<file path="src/rtl/vedic_mul_pipe.sv">
// vedic_mul_pipe
//   Two-stage pipelined multiplier with a signed running accumulator.
//   Stage 1 takes operand magnitudes and forms the four half-width
//   (Vedic "vertically and crosswise") partial products. Stage 2 combines
//   them into the full product and restores the sign. An output handshake
//   optionally adds the product into the accumulator.
//
// Ports
//   clk        single clock, rising edge
//   rst_n      asynchronous active-low reset
//   in_valid   operand transaction offered
//   in_ready   transaction accepted this cycle (combinational from out_ready)
//   a, b       operands, WIDTH bits
//   is_signed  1 = two's-complement operands, 0 = unsigned
//   acc_en     add this product into the accumulator on its output handshake
//   acc_clr    zero the accumulator before this transaction's add
//   out_valid  p valid
//   out_ready  downstream consumes p
//   p          product, 2*WIDTH bits
//   acc        signed running accumulator, ACC_W bits
//   acc_ovf    sticky signed-overflow flag of the accumulator
module vedic_mul_pipe #(
    parameter int WIDTH = 16,
    parameter int ACC_W = 2 * WIDTH + 8
) (
    input  logic               clk,
    input  logic               rst_n,
    input  logic               in_valid,
    output logic               in_ready,
    input  logic [WIDTH-1:0]   a,
    input  logic [WIDTH-1:0]   b,
    input  logic               is_signed,
    input  logic               acc_en,
    input  logic               acc_clr,
    output logic               out_valid,
    input  logic               out_ready,
    output logic [2*WIDTH-1:0] p,
    output logic [ACC_W-1:0]   acc,
    output logic               acc_ovf
);

    localparam int H  = WIDTH / 2;
    localparam int PW = 2 * WIDTH;

    // stage-1 registers
    logic             s1_valid;
    logic             s1_sign;
    logic             s1_signed;
    logic             s1_acc_en;
    logic             s1_acc_clr;
    logic [WIDTH-1:0] s1_ll, s1_lh, s1_hl, s1_hh;

    // output-stage tags
    logic             out_signed;
    logic             out_acc_en;
    logic             out_acc_clr;

    logic en1, en2;
    logic out_hs;

    assign en2      = !out_valid || out_ready;
    assign en1      = !s1_valid || en2;
    assign in_ready = rst_n && en1;
    assign out_hs   = out_valid && out_ready;

    // Magnitudes. Negating -2^(WIDTH-1) wraps back to 2^(WIDTH-1), which
    // is exactly the magnitude when the WIDTH bits are read as unsigned.
    logic [WIDTH-1:0] mag_a, mag_b;
    logic             sign_d;
    logic [WIDTH-1:0] ll_d, lh_d, hl_d, hh_d;

    always_comb begin
        mag_a  = (is_signed && a[WIDTH-1]) ? -a : a;
        mag_b  = (is_signed && b[WIDTH-1]) ? -b : b;
        sign_d = is_signed && (a[WIDTH-1] ^ b[WIDTH-1]);
        ll_d   = WIDTH'(mag_a[H-1:0])     * WIDTH'(mag_b[H-1:0]);
        lh_d   = WIDTH'(mag_a[H-1:0])     * WIDTH'(mag_b[WIDTH-1:H]);
        hl_d   = WIDTH'(mag_a[WIDTH-1:H]) * WIDTH'(mag_b[H-1:0]);
        hh_d   = WIDTH'(mag_a[WIDTH-1:H]) * WIDTH'(mag_b[WIDTH-1:H]);
    end

    // Recombination; the magnitude never exceeds 2^(2*WIDTH)-1 so PW bits
    // are exact for both modes.
    logic [PW-1:0] cross_sum, mag_p, p_next;

    always_comb begin
        cross_sum = PW'(s1_lh) + PW'(s1_hl);
        mag_p     = (PW'(s1_hh) << WIDTH) + (cross_sum << H) + PW'(s1_ll);
        p_next    = s1_sign ? -mag_p : mag_p;
    end

    // Accumulator update path, evaluated against the product at the output.
    logic [ACC_W-1:0] acc_base, p_ext, acc_sum, acc_next;
    logic             add_ovf, ovf_next;

    always_comb begin
        acc_base = out_acc_clr ? '0 : acc;
        p_ext    = {{(ACC_W-PW){out_signed & p[PW-1]}}, p};
        acc_sum  = acc_base + p_ext;
        add_ovf  = out_acc_en
                   && (acc_base[ACC_W-1] == p_ext[ACC_W-1])
                   && (acc_sum[ACC_W-1] != acc_base[ACC_W-1]);
        acc_next = out_acc_en ? acc_sum : acc_base;
        // a clearing handshake drops the old flag; only its own add can set it
        ovf_next = (out_acc_clr ? 1'b0 : acc_ovf) | add_ovf;
    end

    always_ff @(posedge clk or negedge rst_n) begin
        if (!rst_n) begin
            s1_valid   <= 1'b0;
            s1_sign    <= 1'b0;
            s1_signed  <= 1'b0;
            s1_acc_en  <= 1'b0;
            s1_acc_clr <= 1'b0;
            s1_ll      <= '0;
            s1_lh      <= '0;
            s1_hl      <= '0;
            s1_hh      <= '0;
        end else if (en1) begin
            s1_valid <= in_valid;
            if (in_valid) begin
                s1_sign    <= sign_d;
                s1_signed  <= is_signed;
                s1_acc_en  <= acc_en;
                s1_acc_clr <= acc_clr;
                s1_ll      <= ll_d;
                s1_lh      <= lh_d;
                s1_hl      <= hl_d;
                s1_hh      <= hh_d;
            end
        end
    end

    always_ff @(posedge clk or negedge rst_n) begin
        if (!rst_n) begin
            out_valid   <= 1'b0;
            p           <= '0;
            out_signed  <= 1'b0;
            out_acc_en  <= 1'b0;
            out_acc_clr <= 1'b0;
        end else if (en2) begin
            out_valid <= s1_valid;
            if (s1_valid) begin
                p           <= p_next;
                out_signed  <= s1_signed;
                out_acc_en  <= s1_acc_en;
                out_acc_clr <= s1_acc_clr;
            end
        end
    end

    always_ff @(posedge clk or negedge rst_n) begin
        if (!rst_n) begin
            acc     <= '0;
            acc_ovf <= 1'b0;
        end else if (out_hs) begin
            acc     <= acc_next;
            acc_ovf <= ovf_next;
        end
    end

endmodule

</file>
<file path="config.mk">
export PLATFORM = sky130hd
export DESIGN_NAME = vedic_mul_pipe
export DESIGN_NICKNAME = d
export VERILOG_FILES = /design/src/rtl/vedic_mul_pipe.sv
export SDC_FILE = /design/constraint.sdc
export NUM_CORES = 1
export LEC_CHECK = 0
export ABC_AREA = 1
export BUFFER_PORTS_ARGS = -buffer_cell sky130_fd_sc_hd__buf_2
export CORE_UTILIZATION = 45
export CTS_BUF_LIST = sky130_fd_sc_hd__clkbuf_8
export CTS_CLUSTER_SIZE = 25
export DETAILED_ROUTE_END_ITERATION = 6
export PLACE_DENSITY = 0.67
export SYNTH_ARGS = -nofsm -noshare
export SYNTH_HDL_FRONTEND = slang
export SYNTH_SLANG_ARGS = --single-unit
</file>
<file path="constraint.sdc">
create_clock -name clk -period 10.36 [get_ports clk]
set_clock_uncertainty 0.05 [all_clocks]
set_input_delay 0.518 -clock clk [delete_from_list [all_inputs] [get_ports clk]]
set_output_delay 0.518 -clock clk [all_outputs]
set_load 0.05 [all_outputs]
</file>
Yosys cells after proc, flatten, opt, wreduce, memory -nomap -nowiden --
Index checks and enable logic that the tools add are counted. W data, S select, Z words.
Cells by class: equality and inequality tests 2, bitwise gates (word level) 3, multiply operators 4, muxes and demuxes 6, reductions and logical operators 13, $add $sub $neg 7
Operators by type and width (number):
- $mux W40 | 2
- $mul A8 B8 Y16 | 4
- $add A40 B40 Y40 | 1
- $add A32 B16 Y32 | 1
- $add A32 B25 Y32 | 1
- $mux W16 | 2
- $mux W32 | 1
- $neg A16 Y16 | 2
- $neg A32 Y32 | 1
- $add A16 B16 Y17 | 1
- $logic_and A1 B1 Y1 | 7
- $reduce_and A2 Y1 | 2
- $logic_not A1 Y1 | 2
- $logic_or A1 B1 Y1 | 2
- $and A1 B1 Y1 | 1
- $eq A1 B1 Y1 | 1
- $mux W1 | 1
- $ne A1 B1 Y1 | 1
- $or A1 B1 Y1 | 1
- $xor A1 B1 Y1 | 1
Storage, ports and cells: output and inout bits 75, bits of input ports 39, flip-flop bits (word level) 146, logic and storage cells 51

Longest topological paths before layout --
depth in word-level cells 5, gate-level depth with buffers 31, mapped depth without buffers 30

Worst setup path before layout --
Ideal clock, no wire load.
path kind input port to flip-flop, start in b[0], end reg s1_hh[13], setup time 0.132 ns, cell stages on the path 29, arrival time 5.836 ns, buffers on the path 1, setup slack 4.342 ns, data required time 10.178 ns, cells stage by stage inv_1 -> clkbuf_1 -> ha_1 -> inv_1 -> nor3_1 -> nand3_1 -> nor3_2 -> a21oi_1 -> inv_1 -> o21ai_1 -> inv_1 -> o21ai_0 -> xor2_2 -> nor2_1 -> fa_1 -> fa_1 -> fa_1 -> inv_1 -> fa_1 -> inv_1 -> ha_1 -> a21oi_1 -> o221ai_1 -> a21o_1 -> nand3_1 -> nand2_1 -> or2_2 -> nand3_1 -> o21ai_0
Between the ends: longest elaborated chain between the ends 3
RTL lines:
- start: declaration | line 31 | input logic [WIDTH-1:0] b,
- $neg A16 Y16 | line 74 | mag_b = (is_signed && b[WIDTH-1]) ? -b : b;
- $mux W16 | line 74
- $mul A8 B8 Y16 | line 79 | hh_d = WIDTH'(mag_a[WIDTH-1:H]) * WIDTH'(mag_b[WIDTH-1:H]);
- end signal: assignment | line 129 | s1_hh <= hh_d;
- end: declaration | line 51 | logic [WIDTH-1:0] s1_ll, s1_lh, s1_hl, s1_hh;
No other way between the ends. A chain may end at the register's enable or synchronous reset.

Worst setup path in the final report --
Same ends and word-level chain as after synthesis.

==> impl_metrics.csv <==
group,metric,value,unit
critical_path,critPathKind,"in2reg",
clock_tree,clock-sinks,146,
die,fp.dieW,216,µm
sta,rsz0062_at_grt,"no",
routing,wire_per_inst,16.2,µm
critical_path,arrival,6.90,ns
global_routing,grt-busiest-layer,"met2",
global_routing,use_met2,0.474,
logic_synthesis,mappedNetlistNets,3391,
placement,numPortBuffers,113,
worst_hold_path,hp-class,"in2async",
critical_path,reg2reg_depth,27,
critical_path,path_delay_family,"adder cells",
die,rows,77,
sta,maxSlewViolCount,0,
placement,dp_hpwl,49.2,mm
pwr,p_per_area,348,nW/µm²
logic_synthesis,ys.flop_type,"dfrtp_1",
clock_tree,cts.htree.levels,4,
routing,drt-total-wl,59.5,mm
critical_path,critPathRequiredTime,10.64,ns
routing,drt-initial-drc-count,1231,
logic_synthesis,synth.most_common_cell,"nand2_1",
sta,fin_crit_sh,0.639,
clock_tree,clk_pin_slew,0.09,ns
layout,nets,3475,
sta,fmax,151,MHz
clock_tree,clock_path_buffers,2,
die,die_area,46500,µm²
clock_tree,clock-root-buffer,"clkbuf_8",
sta,relSlewSlack,0.0819,
sta,setup_viol,0,
logic_synthesis,synth_cell_types,52,
logic_synthesis,synthDominantCellAreaShare,0.178,
clock_tree,ctsResizeCount,0,
die,core,44600,µm²
die,ioPinCount,114,
critical_path,path_max_fanout,14,
critical_path,cp_num_buf_inv,9,
logic_synthesis,synth_cells,2983,
clock_tree,cts_setup_buffers,0,
layout,diodes,0,
routing,dr.pass1.iters,5,
job,drv_cap,0,
critical_path,cp_common_cell,"inv_1",
routing,routed_via_density,5.25,
pwr,power,7.69,mW
placement,place.gp.congestion,0.972,
clock_tree,postCtsHoldBufs,0,
global_routing,overflow,0,
critical_path,cp.depth,31,
layout,layout-drive-gt1-share,0.0847,
global_routing,grt_max_degree,85,
global_routing,globalRouteMet3Util,0.0276,
critical_path,worst_setup_path_end_kind,"flip-flop",
die,die_h,216,µm
global_routing,grt_use_total,0.264,
clock_tree,clock_latency,0.49,ns
routing,drc,0,
logic_synthesis,async_reset_ff_frac,1.00,
pwr,vdd_ir_drop_max,0.000179,V
logic_synthesis,ys_ff_latch,146,
logic_synthesis,synth_commonest_cells,"nand2_1 (723), inv_1 (509), nor2_1 (366), ha_1 (222), o21ai_0 (166)",
placement,dpl_worst_slack,3.33,ns
global_routing,grt_pass1_vias,19600,
sta,period_minus_slack,6.62,ns
logic_synthesis,synth_edf_count,0,
routing,antenna_left,0,
sta,setup_ws,3.74,ns
global_routing,grt_pass1_wl,98.2,mm
critical_path,slowest_delay,0.56,ns
critical_path,slowest_stage,"fa_1",
routing,vias,19300,
logic_synthesis,avgSynthCellArea,6.89,µm²
sta,tightest_slew,1.37,ns
layout,syn2layout_area_growth,7.49,%
global_routing,grt_antenna_before_repair,0,
logic_synthesis,synth_area,20500,µm²
sta,finalHoldViolCount,0,
logic_synthesis,seq_area_frac_synth,0.178,
outcome,outcome,"finished clean",
clock_tree,numCtsBuffers,17,
logic_synthesis,yosys.area.top_type,"dfrtp_1",
die,start_util,0.461,
logic_synthesis,yosysWarnings,0,
sta,tns,0,ns
logic_synthesis,yosys-top-cells-area,"dfrtp_1 (18%), fa_1 (14%), ha_1 (14%), nand2_1 (13%), inv_1 (9.3%)",
critical_path,critPathLaunchType,"input port",
pwr,p_leak,12.3,nW
global_routing,groute.layer.met1.usage,0.321,
clock_tree,tritoncts,"yes",
-- power breakdown --
part	internal, mW	switching, mW
Sequential	0.821	0.245
Clock	0.203	0.261
Combinational	2.03	4.13
Total	3.05	4.63
-- sequential cells by signal, indices dropped and copies added, names as in the netlist, 16 cells and up --
signal	cells
acc	40
p	32
s1_hh	16
s1_hl	16
s1_lh	16
s1_ll	16
-- path summary, 6_finish.rpt --
kind                                       start                endpoint  slack, ns
hold / removal                             rst_n   out_valid$_DFFE_PN0P_       0.03
setup / recovery                            b[0]   s1_hh[13]$_DFFE_PN0P_       3.74
max in group asynchronous                  rst_n   s1_hh[11]$_DFFE_PN0P_       8.88
hold reg to reg            s1_hl[13]$_DFFE_PN0P_   s1_hl[13]$_DFFE_PN0P_       0.45
setup reg to reg            s1_lh[0]$_DFFE_PN0P_       p[29]$_DFFE_PN0P_       5.71
min in group clk                         acc_clr  s1_acc_clr$_DFFE_PN0P_       0.20
-- metal layers --
metal  wire length, µm  up-vias
li1                  -     9566
met1             25700     9069
met2             29200      534
met3              2610      104
met4              2030        0
met5                 0        -
-- cells in the final DEF, fill, tap and decap left out, types with 20 or more instances in the layout --
cell and n:
nor2_1 366, fa_1 147, nand4_1 24, buf_2 112, dfrtp_1 146, a21oi_1 134
xor2_1 65, o22ai_1 20, ha_1 222, nand2_1 721, nor3_1 28, nand2_2 34
o21ai_0 166, nand3_1 132, inv_1 509, xnor2_1 28
-- kinds of logic (layout without fill, tap and decap cells) --
kind of cell	Yosys count	count (layout)	share of synthesized area
xor gates and xnor gates	96	96	0.0416
DFF	146	146	0.178
AOI/OAI and AO/OA	420	420	0.116
buffers and inverters	593	690	0.110
adders and majority gates	369	369	0.278
and+or+nand+nor	1359	1359	0.276
-- per-stage QoR --
step           instances  area, µm²  hold WS [ns]   util
5_1_grt             3672      22100        0.0819  0.495
3_5_place_dp        3640      21700         0.420  0.486
3_3_place_gp        3640      21700         0.419  0.486
6_report            3672      22100        0.0274  0.495
2_1_floorplan       2983      20500         0.172      -
4_1_cts             3672      22100        0.0356  0.495
-- cell type report --
| class | instances | area (µm²) |
|---|---|---|
| tap | 592 | 741 |
| clock inverter | 14 | 143 |
| timing repair buffer | 123 | 647 |
| clock buffer | 18 | 248 |
| inverter | 535 | 2010 |
| fill | 4630 | 22500 |
| sequential | 146 | 3650 |
| multi-input combinational | 2244 | 14600 |
Power figures use the tool's default switching activity.
